==> src/rtl/pc_unit.sv <==
// Program-counter unit: reset/trap vectors, stall, redirect with misalignment
// detection, and a circular return-address stack for call/return prediction.
module pc_unit #(
  parameter int unsigned           XLEN         = 32,
  parameter logic [XLEN-1:0]       RESET_VECTOR = XLEN'(32'h0000_0000),
  parameter logic [XLEN-1:0]       TRAP_VECTOR  = XLEN'(32'h0000_0100),
  parameter int unsigned           RAS_DEPTH    = 4
) (
  input  logic                         clk,
  input  logic                         reset,
  input  logic                         stall_i,
  input  logic                         redirect_i,
  input  logic [XLEN-1:0]              redirect_target_i,
  input  logic                         trap_i,
  input  logic                         call_i,
  input  logic                         ret_i,
  output logic [XLEN-1:0]              pc_o,
  output logic [XLEN-1:0]              pc_plus4_o,
  output logic                         misaligned_o,
  output logic [XLEN-1:0]              bad_addr_o,
  output logic [$clog2(RAS_DEPTH):0]   ras_count_o,
  output logic                         ras_miss_o
);

  localparam int unsigned PTR_W = $clog2(RAS_DEPTH);
  localparam int unsigned CNT_W = PTR_W + 1;

  logic [XLEN-1:0]  pc_q, pc_d;
  logic [PTR_W-1:0] ptr_q, ptr_d;
  logic [CNT_W-1:0] count_q, count_d;
  logic             misaligned_q, misaligned_d;
  logic [XLEN-1:0]  bad_addr_q, bad_addr_d;
  logic             ras_miss_q, ras_miss_d;

  logic [XLEN-1:0]  ras_q [RAS_DEPTH];
  logic             ras_we;
  logic [PTR_W-1:0] ras_waddr;
  logic [PTR_W-1:0] top_idx;
  logic             ras_active;
  logic             ras_empty;
  logic             ras_full;
  logic             target_misaligned;

  assign pc_plus4_o        = pc_q + XLEN'(4);
  assign top_idx           = ptr_q - PTR_W'(1);
  assign ras_active        = !trap_i && !stall_i;
  assign ras_empty         = (count_q == '0);
  assign ras_full          = (count_q == CNT_W'(RAS_DEPTH));
  assign target_misaligned = (redirect_target_i[1:0] != 2'b00);

  always_comb begin
    // NOTE: every output of this block gets a default first, so no path can
    // leave a signal unassigned and infer a latch.
    pc_d         = pc_q;
    ptr_d        = ptr_q;
    count_d      = count_q;
    misaligned_d = 1'b0;
    bad_addr_d   = bad_addr_q;
    ras_miss_d   = 1'b0;
    ras_we       = 1'b0;
    ras_waddr    = ptr_q;

    // Stack bookkeeping is independent of which source wins the PC mux.
    if (ras_active) begin
      if (call_i && ret_i) begin
        if (ras_empty) begin
          ras_we     = 1'b1;
          ras_waddr  = ptr_q;
          ptr_d      = ptr_q + PTR_W'(1);
          count_d    = count_q + CNT_W'(1);
          ras_miss_d = 1'b1;
        end else begin
          ras_we    = 1'b1;
          ras_waddr = top_idx;
        end
      end else if (call_i) begin
        ras_we    = 1'b1;
        ras_waddr = ptr_q;
        ptr_d     = ptr_q + PTR_W'(1);
        if (!ras_full) count_d = count_q + CNT_W'(1);
      end else if (ret_i) begin
        if (ras_empty) begin
          ras_miss_d = 1'b1;
        end else begin
          ptr_d   = top_idx;
          count_d = count_q - CNT_W'(1);
        end
      end
    end

    if (trap_i) begin
      pc_d = TRAP_VECTOR;
    end else if (stall_i) begin
      pc_d = pc_q;
    end else if (redirect_i) begin
      if (target_misaligned) begin
        pc_d         = TRAP_VECTOR;
        misaligned_d = 1'b1;
        bad_addr_d   = redirect_target_i;
      end else begin
        pc_d = redirect_target_i;
      end
    end else if (ret_i && !ras_empty) begin
      pc_d = ras_q[top_idx];
    end else begin
      pc_d = pc_plus4_o;
    end
  end

  // NOTE: sequential state uses non-blocking assignments so every register
  // samples its next value from the same pre-edge snapshot.
  always_ff @(posedge clk or posedge reset) begin
    if (reset) begin
      pc_q         <= RESET_VECTOR;
      ptr_q        <= '0;
      count_q      <= '0;
      misaligned_q <= 1'b0;
      bad_addr_q   <= '0;
      ras_miss_q   <= 1'b0;
    end else begin
      pc_q         <= pc_d;
      ptr_q        <= ptr_d;
      count_q      <= count_d;
      misaligned_q <= misaligned_d;
      bad_addr_q   <= bad_addr_d;
      ras_miss_q   <= ras_miss_d;
    end
  end

  // NOTE: stack entries are deliberately not reset; the count says which are
  // valid, and leaving them out of reset lets the array map onto plain storage.
  always_ff @(posedge clk) begin
    if (ras_we) ras_q[ras_waddr] <= pc_plus4_o;
  end

  assign pc_o         = pc_q;
  assign misaligned_o = misaligned_q;
  assign bad_addr_o   = bad_addr_q;
  assign ras_count_o  = count_q;
  assign ras_miss_o   = ras_miss_q;

endmodule

==> config.mk <==
export PLATFORM = sky130hd
export DESIGN_NAME = pc_unit
export DESIGN_NICKNAME = d
export VERILOG_FILES = /design/src/rtl/pc_unit.sv
export SDC_FILE = /design/constraint.sdc
export NUM_CORES = 1
export LEC_CHECK = 0
export BUFFER_PORTS_ARGS = -buffer_cell sky130_fd_sc_hd__buf_4
export CAP_MARGIN = 20
export CORE_MARGIN = 8
export CORE_UTILIZATION = 35
export CTS_BUF_LIST = sky130_fd_sc_hd__clkbuf_8
export CTS_CLUSTER_DIAMETER = 150
export DETAILED_ROUTE_END_ITERATION = 12
export HOLD_SLACK_MARGIN = 0.12
export PLACE_DENSITY = 0.52
export SLEW_MARGIN = 20
export SYNTH_ARGS = -nofsm -noshare
export SYNTH_HDL_FRONTEND = slang
export SYNTH_SLANG_ARGS = --single-unit
==> constraint.sdc <==
create_clock -name clk -period 2.77 [get_ports clk]
set_input_delay 0.554 -clock clk [delete_from_list [all_inputs] [get_ports clk]]
set_output_delay 0.554 -clock clk [all_outputs]
set_load 0.01 [all_outputs]
== Yosys cells after proc, flatten, opt, wreduce, memory -nomap -nowiden ==
Memories as Yosys holds them, arrays and structs flattened.
Cells that the tools add are included.
Operators by class
  reduce and logical (&&, ||, !) cells: 12
  equal/unequal tests: 5
  bitwise gates (word level): 2
  multiplexer cells: 32
  add/sub/neg operators: 5
Operator list (number)
  $mux 32: 5
  $add 32x3->32 const B: 1
  $mux 3: 6
  $mux 1: 14
  $mux 2: 7
  $ne 3x2->1 const B: 2
  $reduce_and 5->1: 1
  $reduce_and 4->1: 1
  $add 3x1->3 const B: 1
  $eq 3x3->1 const B: 1
  $logic_and 1x1->1: 3
  $logic_not 1->1: 3
  $logic_not 3->1: 1
  $reduce_and 3->1: 1
  $reduce_bool 3->1: 1
  $sub 3x1->3 const B: 1
  $add 2x1->2 const B: 1
  $ne 2x1->1 const B: 1
  $ne 2x2->1 const B: 1
  $not 1->1: 2
  $reduce_bool 2->1: 1
  $sub 2x1->2 const B: 1
Storage, ports and cells
  memories kept: 1
  memory bits (writable): 128
  register bits after elaboration: 71
  word-level logic and storage cells: 63
  input port bits: 39
Memory list
  ras_q: depth 4, width 32, rd ports 1, clocked after memory_dff 0, write ports 1, line 35  | logic [XLEN-1:0] ras_q [RAS_DEPTH];

== Depth between registers and ports, before layout ==
Gate-level depths: netlist of the first run.
  depth in word-level cells: 7
  depth in mapped cells: 8
  gate-level depth less buffers: 7

== Least setup slack after synthesis of the first run ==
OpenSTA, ideal clock, no wires.
  path type: register to register
  from: reg count_q[0], in the netlist ras_count_o[0]
  to: mem ras_q[0][0], enable pin
  slack: -0.344 ns
  stages on the path, launching flop included: 7
  buffers on the path: 0
  clock period less this slack: 3.114 ns
  library setup time: 0.421 ns
  arrival: 2.693 ns
  cells stage by stage: dfrtp_1 inv_1 ha_1 nor2b_1 or3_1 nand4_1 nor2_1
Between the ends
  longest elaborated chain between the ends: 4
Ends and longest elaborated chain
  start: declaration: line 30  | logic [CNT_W-1:0] count_q, count_d;
  start signal: assignment: line 123  | count_q <= count_d;
  $logic_not 3->1: line 47  | assign ras_empty = (count_q == '0);
  $mux 2
  $mux 2: line 65  | if (call_i && ret_i) begin
  $mux 2: line 64  | if (ras_active) begin
  end: declaration: line 35
Every way passes these cells.

== Final worst setup path of the first run ==
  from: reg pc_q[3], in the netlist pc_o[3]
  to: out pc_plus4_o[26]
Between the ends
  longest elaborated chain between the ends: 1
Ends and longest elaborated chain
  start: declaration: line 28  | logic [XLEN-1:0] pc_q, pc_d;
  start signal: assignment: line 121  | pc_q <= pc_d;
  $add 32x3->32: line 44  | assign pc_plus4_o = pc_q + XLEN'(4);
  end: declaration: line 18  | output logic [XLEN-1:0] pc_plus4_o,
Every way passes these cells.

==> flow_summary_export.csv, run 1 <==
group,metric,value,unit
power,vdd_ir_drop_max,0.285,mV
detailed_routing,routed_wl,27800,µm
logic_synthesis,yosys.cell_types.count,58,
sta,rsz0062_at_grt,"true",
logic_synthesis,synth-async-reset-ratio,35.7,%
critical_path,cp.depth,6,
cells_and_area,area_delta_synth_final,33.3,%
clocking,root_buffer,"clkbuf_8",
sta,maxSlewHeadroom,54.6,%
global_route,antenna_found_initial,0,
placed_design,place_ws,0.0301,ns
cells_and_area,finish.utilization,47.3,%
critical_path,critPathLaunchType,"flop",
clocking,cts_tree,"built",
critical_path,worst-r2r-cell-count,7,
global_route,grt_pass1_wl,41400,µm
power,p_leak,4.81,nW
die,die-area,30800,µm²
critical_path,cp-startpoint,"pc_o[3]",
critical_path,critPathMaxStageDelay,0.46,ns
placed_design,portBuffers,139,
detailed_routing,first_pass_iters,4,
critical_path,cp.arrival,2.34,ns
clocking,cts_buffer_depth,2,
die,core,25100,µm²
cells_and_area,stdcell_count,1182,
detailed_routing,ant_nets,0,
logic_synthesis,synth_edf_count,128,
die,start_util,35.5,%
logic_synthesis,yosysWarningCount,0,
cells_and_area,final_common_cell,"buf_4",
sta,clock_skew,0.0158,ns
clocking,htree_levels,4,
critical_path,critPathRequiredTime,2.22,ns
worst_hold_path,hp-class,"input port to asynchronous set/reset pin",
placed_design,dp.cells,1106,
critical_path,cp_slowest_cell,"or4_4",
sta,period_share,104,%
cells_and_area,layout_common_cells,"buf_4 (231), edfxtp_1 (128), dfrtp_1 (69)",
placed_design,place_area,10800,µm²
logic_synthesis,syn-cell-area,8920,µm²
clocking,clock-sinks,199,
die,die_height,176,µm
sta,setup_viol,8,
clocking,cts_buffers,17,
cells_and_area,diodes,0,
die,ioPinCount,140,
critical_path,cp_max_fo,3,
critical_path,crit_family,"simple AND/OR/NAND/NOR gates",
logic_synthesis,postSynthCellCount,608,
critical_path,r2r_start,"ras_count_o[0]",
clocking,clk_latency,0.48,ns
global_route,grt_max_degree,72,
cells_and_area,fin_nets,882,
sta,setup_slack,-0.120,ns
global_route,grt_util_all_layers,17.9,%
global_route,overflow,0,
sta,holdWs,0.141,ns
detailed_routing,via_per_inst,5.42,
detailed_routing,post_drt_wl_per_cell,23.5,µm
detailed_routing,vias,6401,
cells_and_area,final_cell_area,11900,µm²
logic_synthesis,yosysSeqAreaShare,63.0,%
detailed_routing,drcViolationCount,0,
sta,drv_slew,0,
logic_synthesis,synth_flop_cell,"edfxtp_1",
sta,period_needed,2.89,ns
cells_and_area,n_fill_cell,2309,
status,violations,"negative setup slack",
sta,tightest_slew,0.677,ns
cells_and_area,drive_gt1_share,47.1,%
placed_design,gp_congestion,0.868,
power,powerDensity,679,nW/µm²
status,status,"finished, violations left",
sta,timing.fmax,346,MHz
detailed_routing,detail_route.iter0.violations,426,
critical_path,worst_setup_path_end_kind,"output port",
clocking,clk_pin_slew,0.10,ns
sta,finalSetupTns,-0.358,ns
sta,hold_violations,0,
placed_design,dp_hpwl,19100,µm
logic_synthesis,syn_area_per_cell,14.7,µm²
global_route,grt_pass1_vias,6638,
logic_synthesis,synthesis.nets,651,
power,power,8.07,mW
job,cap_violations,0,
critical_path,critPathKind,"flop to output port",
critical_path,crit_chain,"ha_2 -> nand3_2 -> or4_4 -> or3_4 -> xnor2_4 -> buf_6",
die,die_width,176,µm
die,rows,58,
critical_path,path_buf_inv,1,
clocking,hold_buffers,0,
logic_synthesis,ys_seq_elements,199,
[cells in the mapped netlist, types with 10 or more instances]
cell type  count  area (µm²)
xor2_1        12         105
nand3_1       20         100
nand2_1       27         101
a21oi_1       17        85.1
edfxtp_1     128        3840
o21ai_0       20         100
xnor2_1       20         175
mux4_2        32         721
mux2_2        32         360
clkbuf_1      24        90.1
nor3_1        18        90.1
dfrtp_1       71        1780
a22oi_1       10        75.1
nor2_1        25        93.8
[registers in the layout, summed over array words and instances, names as in the netlist]
name,cells
bad_addr_o,32
misaligned_o,1
pc_o,32
ptr_q,2
ras_count_o,3
ras_miss_o,1
ras_q,128
[final cells by class]
class,instances,area (µm²),area share (%)
well taps,330,413,3.47
inverters,10,38.8,0.326
multi-input cells,363,3460,29.1
repair buffers,248,1950,16.4
flip-flops and latches,199,5620,47.3
clock inverters,15,165,1.39
clock buffers,17,234,1.97
[worst min-delay path: stages]
cell,delay [ns]
buf_4,0.11
clkinv_2,0.05
buf_12,0.32
[what timing repair did]
action | 4_1_cts | 5_1_grt
buffers inserted | 30 | 15
resized for setup | 50 | 20
endpoints found under the setup margin | 22 | 23
pin swaps | 15 | 16
endpoints found under the hold margin | 0 | 0
[where the power goes]
group,internal (mW),leakage (nW),total (mW),switching [mW]
combinational,1.21,2.53,2.40,1.19
clock,0.826,0.205,1.93,1.11
sequential,3.49,2.07,3.74,0.247
[metal layers]
layer	vias up	GRT usage [%]	share of wire, %
li1	2840	-	-
met1	3299	23.1	43
met2	223	29.6	49
met3	39	3.44	5.8
met4	0	6.32	2.5
met5	-	0	0
[worst paths after layout]
path	slack [ns]	endpoint
max	-0.12	pc_plus4_o[26]
min	0.14	bad_addr_o[1]
max reg2reg	0.23	ras_q[2][1]
min reg2reg	0.52	bad_addr_o[20]
max in group asynchronous	2.23	ptr_q[0]
min in group clk	0.27	pc_o[1]
[cell families (layout without fill, tap and decap cells)]
family,after synthesis,after routing,share of synthesized area (%)
xor+xnor,32,32,3.14
mux,72,72,13.0
flops,199,199,63.0
fa+ha+maj,4,4,0.561
buf+inv,46,290,2.19
simple gates,150,150,9.46
compound gates,105,105,8.59
No activity file was read; power rests on OpenSTA's default activity.
==> run 2, diff against run 1 <==
--- a/config.mk
+++ b/config.mk
@@ -8,12 +8,12 @@
 export BUFFER_PORTS_ARGS = -buffer_cell sky130_fd_sc_hd__buf_4
 export CAP_MARGIN = 20
 export CORE_MARGIN = 8
-export CORE_UTILIZATION = 35
+export CORE_UTILIZATION = 53
 export CTS_BUF_LIST = sky130_fd_sc_hd__clkbuf_8
 export CTS_CLUSTER_DIAMETER = 150
 export DETAILED_ROUTE_END_ITERATION = 12
 export HOLD_SLACK_MARGIN = 0.12
-export PLACE_DENSITY = 0.52
+export PLACE_DENSITY = 0.74
 export SLEW_MARGIN = 20
 export SYNTH_ARGS = -nofsm -noshare
 export SYNTH_HDL_FRONTEND = slang
==> flow_summary_export.csv, run 2 (synthesis gave the netlist of run 1 again) <==
group,metric,value,unit
clocking,cts_buffers,17,
cells_and_area,final_cell_area,11800,µm²
sta,rsz0062_at_grt,"true",
worst_hold_path,hp-class,"input port to asynchronous set/reset pin",
die,die-area,21200,µm²
sta,setup_viol,10,
die,ioPinCount,140,
cells_and_area,finish.utilization,71.4,%
sta,hold_violations,0,
detailed_routing,via_per_inst,6.23,
detailed_routing,met1_length,9950,µm
clocking,clk_latency,0.47,ns
clocking,cts_tree,"built",
critical_path,critPathLaunchType,"flop",
critical_path,worst-r2r-cell-count,7,
cells_and_area,layout_common_cells,"buf_4 (239), edfxtp_1 (128), dfrtp_1 (64)",
detailed_routing,wl_met3,2280,µm
die,die_width,146,µm
critical_path,cp_max_fo,3,
power,p_comb_share,29.6,%
cells_and_area,final_common_cell,"buf_4",
sta,period_needed,2.89,ns
global_route,overflow,0,
power,clkPwrFrac,21.9,%
global_route,grt_pass1_vias,6934,
detailed_routing,first_pass_iters,6,
cells_and_area,seq_area,5630,µm²
sta,timing.fmax,346,MHz
clocking,clk_pin_slew,0.11,ns
power,p_seq_share,48.5,%
die,core,16500,µm²
cells_and_area,n_fill_cell,1093,
clocking,hold_buffers,0,
cells_and_area,largest_reg_flops,128,
detailed_routing,drcViolationCount,0,
critical_path,cp-startpoint,"pc_o[3]",
placed_design,place_area,10600,µm²
placed_design,place_ws,-0.0236,ns
power,p_leak,4.85,nW
sta,holdWs,0.268,ns
detailed_routing,post_drt_wl_per_cell,24.2,µm
status,status,"finished, violations left",
sta,finalSetupTns,-0.516,ns
sta,maxSlewHeadroom,41.8,%
power,vdd_ir_drop_max,0.360,mV
clocking,clock-sinks,199,
status,violations,"negative setup slack",
detailed_routing,routed_wl,26200,µm
sta,clock_skew,0.0137,ns
critical_path,cp.arrival,2.33,ns
die,start_util,54.0,%
power,power,7.83,mW
detailed_routing,ant_nets,0,
cells_and_area,area_delta_synth_final,32.3,%
placed_design,portBuffers,139,
clocking,htree_levels,4,
critical_path,critPathKind,"flop to output port",
global_route,grt_util_all_layers,24.5,%
die,die_height,146,µm
sta,drv_slew,0,
cells_and_area,multi_input_area,3500,µm²
sta,tightest_slew,0.872,ns
detailed_routing,detail_route.iter0.violations,867,
cells_and_area,drive_gt1_share,48.1,%
critical_path,worst_setup_path_end_kind,"output port",
placed_design,gp_congestion,0.905,
placed_design,dp_hpwl,17900,µm
clocking,cts_buffer_depth,2,
power,powerDensity,664,nW/µm²
die,rows,47,
detailed_routing,dr_wl_met2,12900,µm
power,power.internal,5.33,mW
global_route,antenna_found_initial,0,
detailed_routing,maxUsedRoutingLayer,"met4",
placed_design,dp.cells,1000,
cells_and_area,stdcell_count,1079,
job,cap_violations,0,
global_route,grt_pass1_wl,40100,µm
cells_and_area,diodes,0,
detailed_routing,vias,6717,
critical_path,critPathRequiredTime,2.22,ns
clocking,root_buffer,"clkbuf_8",
sta,setup_slack,-0.119,ns
global_route,grt_max_degree,35,
power,power.switching,2.50,mW
cells_and_area,fin_nets,889,
cells_and_area,top_register,"ras_q",
power,sw_frac_of_total,32.0,%
sta,period_share,104,%
critical_path,r2r_start,"ras_count_o[0]",
-- run 2: what timing repair did --
| item | CTS | global route |
|---|---|---|
| endpoints found under the setup margin | 23 | 25 |
| pin swaps | 18 | 24 |
| endpoints found under the hold margin | 0 | 0 |
| gates resized for setup | 48 | 33 |
| gates cloned | 0 | 0 |
| buffers inserted | 23 | 24 |
-- run 2: power groups by stage --
stage / logic [mW] / clock network (mW) / registers [mW]
6_report: 2.32 / 1.71 / 3.80
5_1_grt: 2.47 / 1.84 / 3.84
4_1_cts: 2.26 / 1.73 / 3.79
3_5_place_dp: 2.20 / 0 / 3.85
3_3_place_gp: 2.16 / 0 / 3.82
2_1_floorplan: 1.33 / 0 / 3.77
-- run 2: path summary, 6_finish.rpt --
| path | end | slack [ns] |
|---|---|---|
| hold reg to reg | bad_addr_o[19] | 0.52 |
| setup reg to reg | ras_q[2][12] | 0.23 |
| setup / recovery | pc_plus4_o[26] | -0.12 |
| max in group asynchronous | bad_addr_o[16] | 1.77 |
| min in group clk | pc_o[0] | 0.28 |
| hold / removal | ptr_q[1] | 0.27 |
-- run 2: cell type report --
class                           instances  area share (%)
Timing Repair Buffer                  255            16.9
Clock buffer                           17            1.98
Clock inverter                         15            1.02
Tap cell                              220            2.33
Inverter                               10           0.318
Multi-Input combinational cell        363            29.7
Sequential cell                       199            47.7
-- run 2: critical path, cell delays in order (launching register included) --
cell and delay (ns):
dfrtp_1 0.38, ha_2 0.19, nand3_2 0.10, or4_4 0.47
or3_4 0.39, xnor2_4 0.20, buf_6 0.13
-- run 2: routing by layer --
metal | track usage [%] | up-vias
li1 | - | 2854
met1 | 31.2 | 3380
met2 | 39.8 | 406
met3 | 4.82 | 77
met4 | 11.4 | 0
met5 | 0 | -
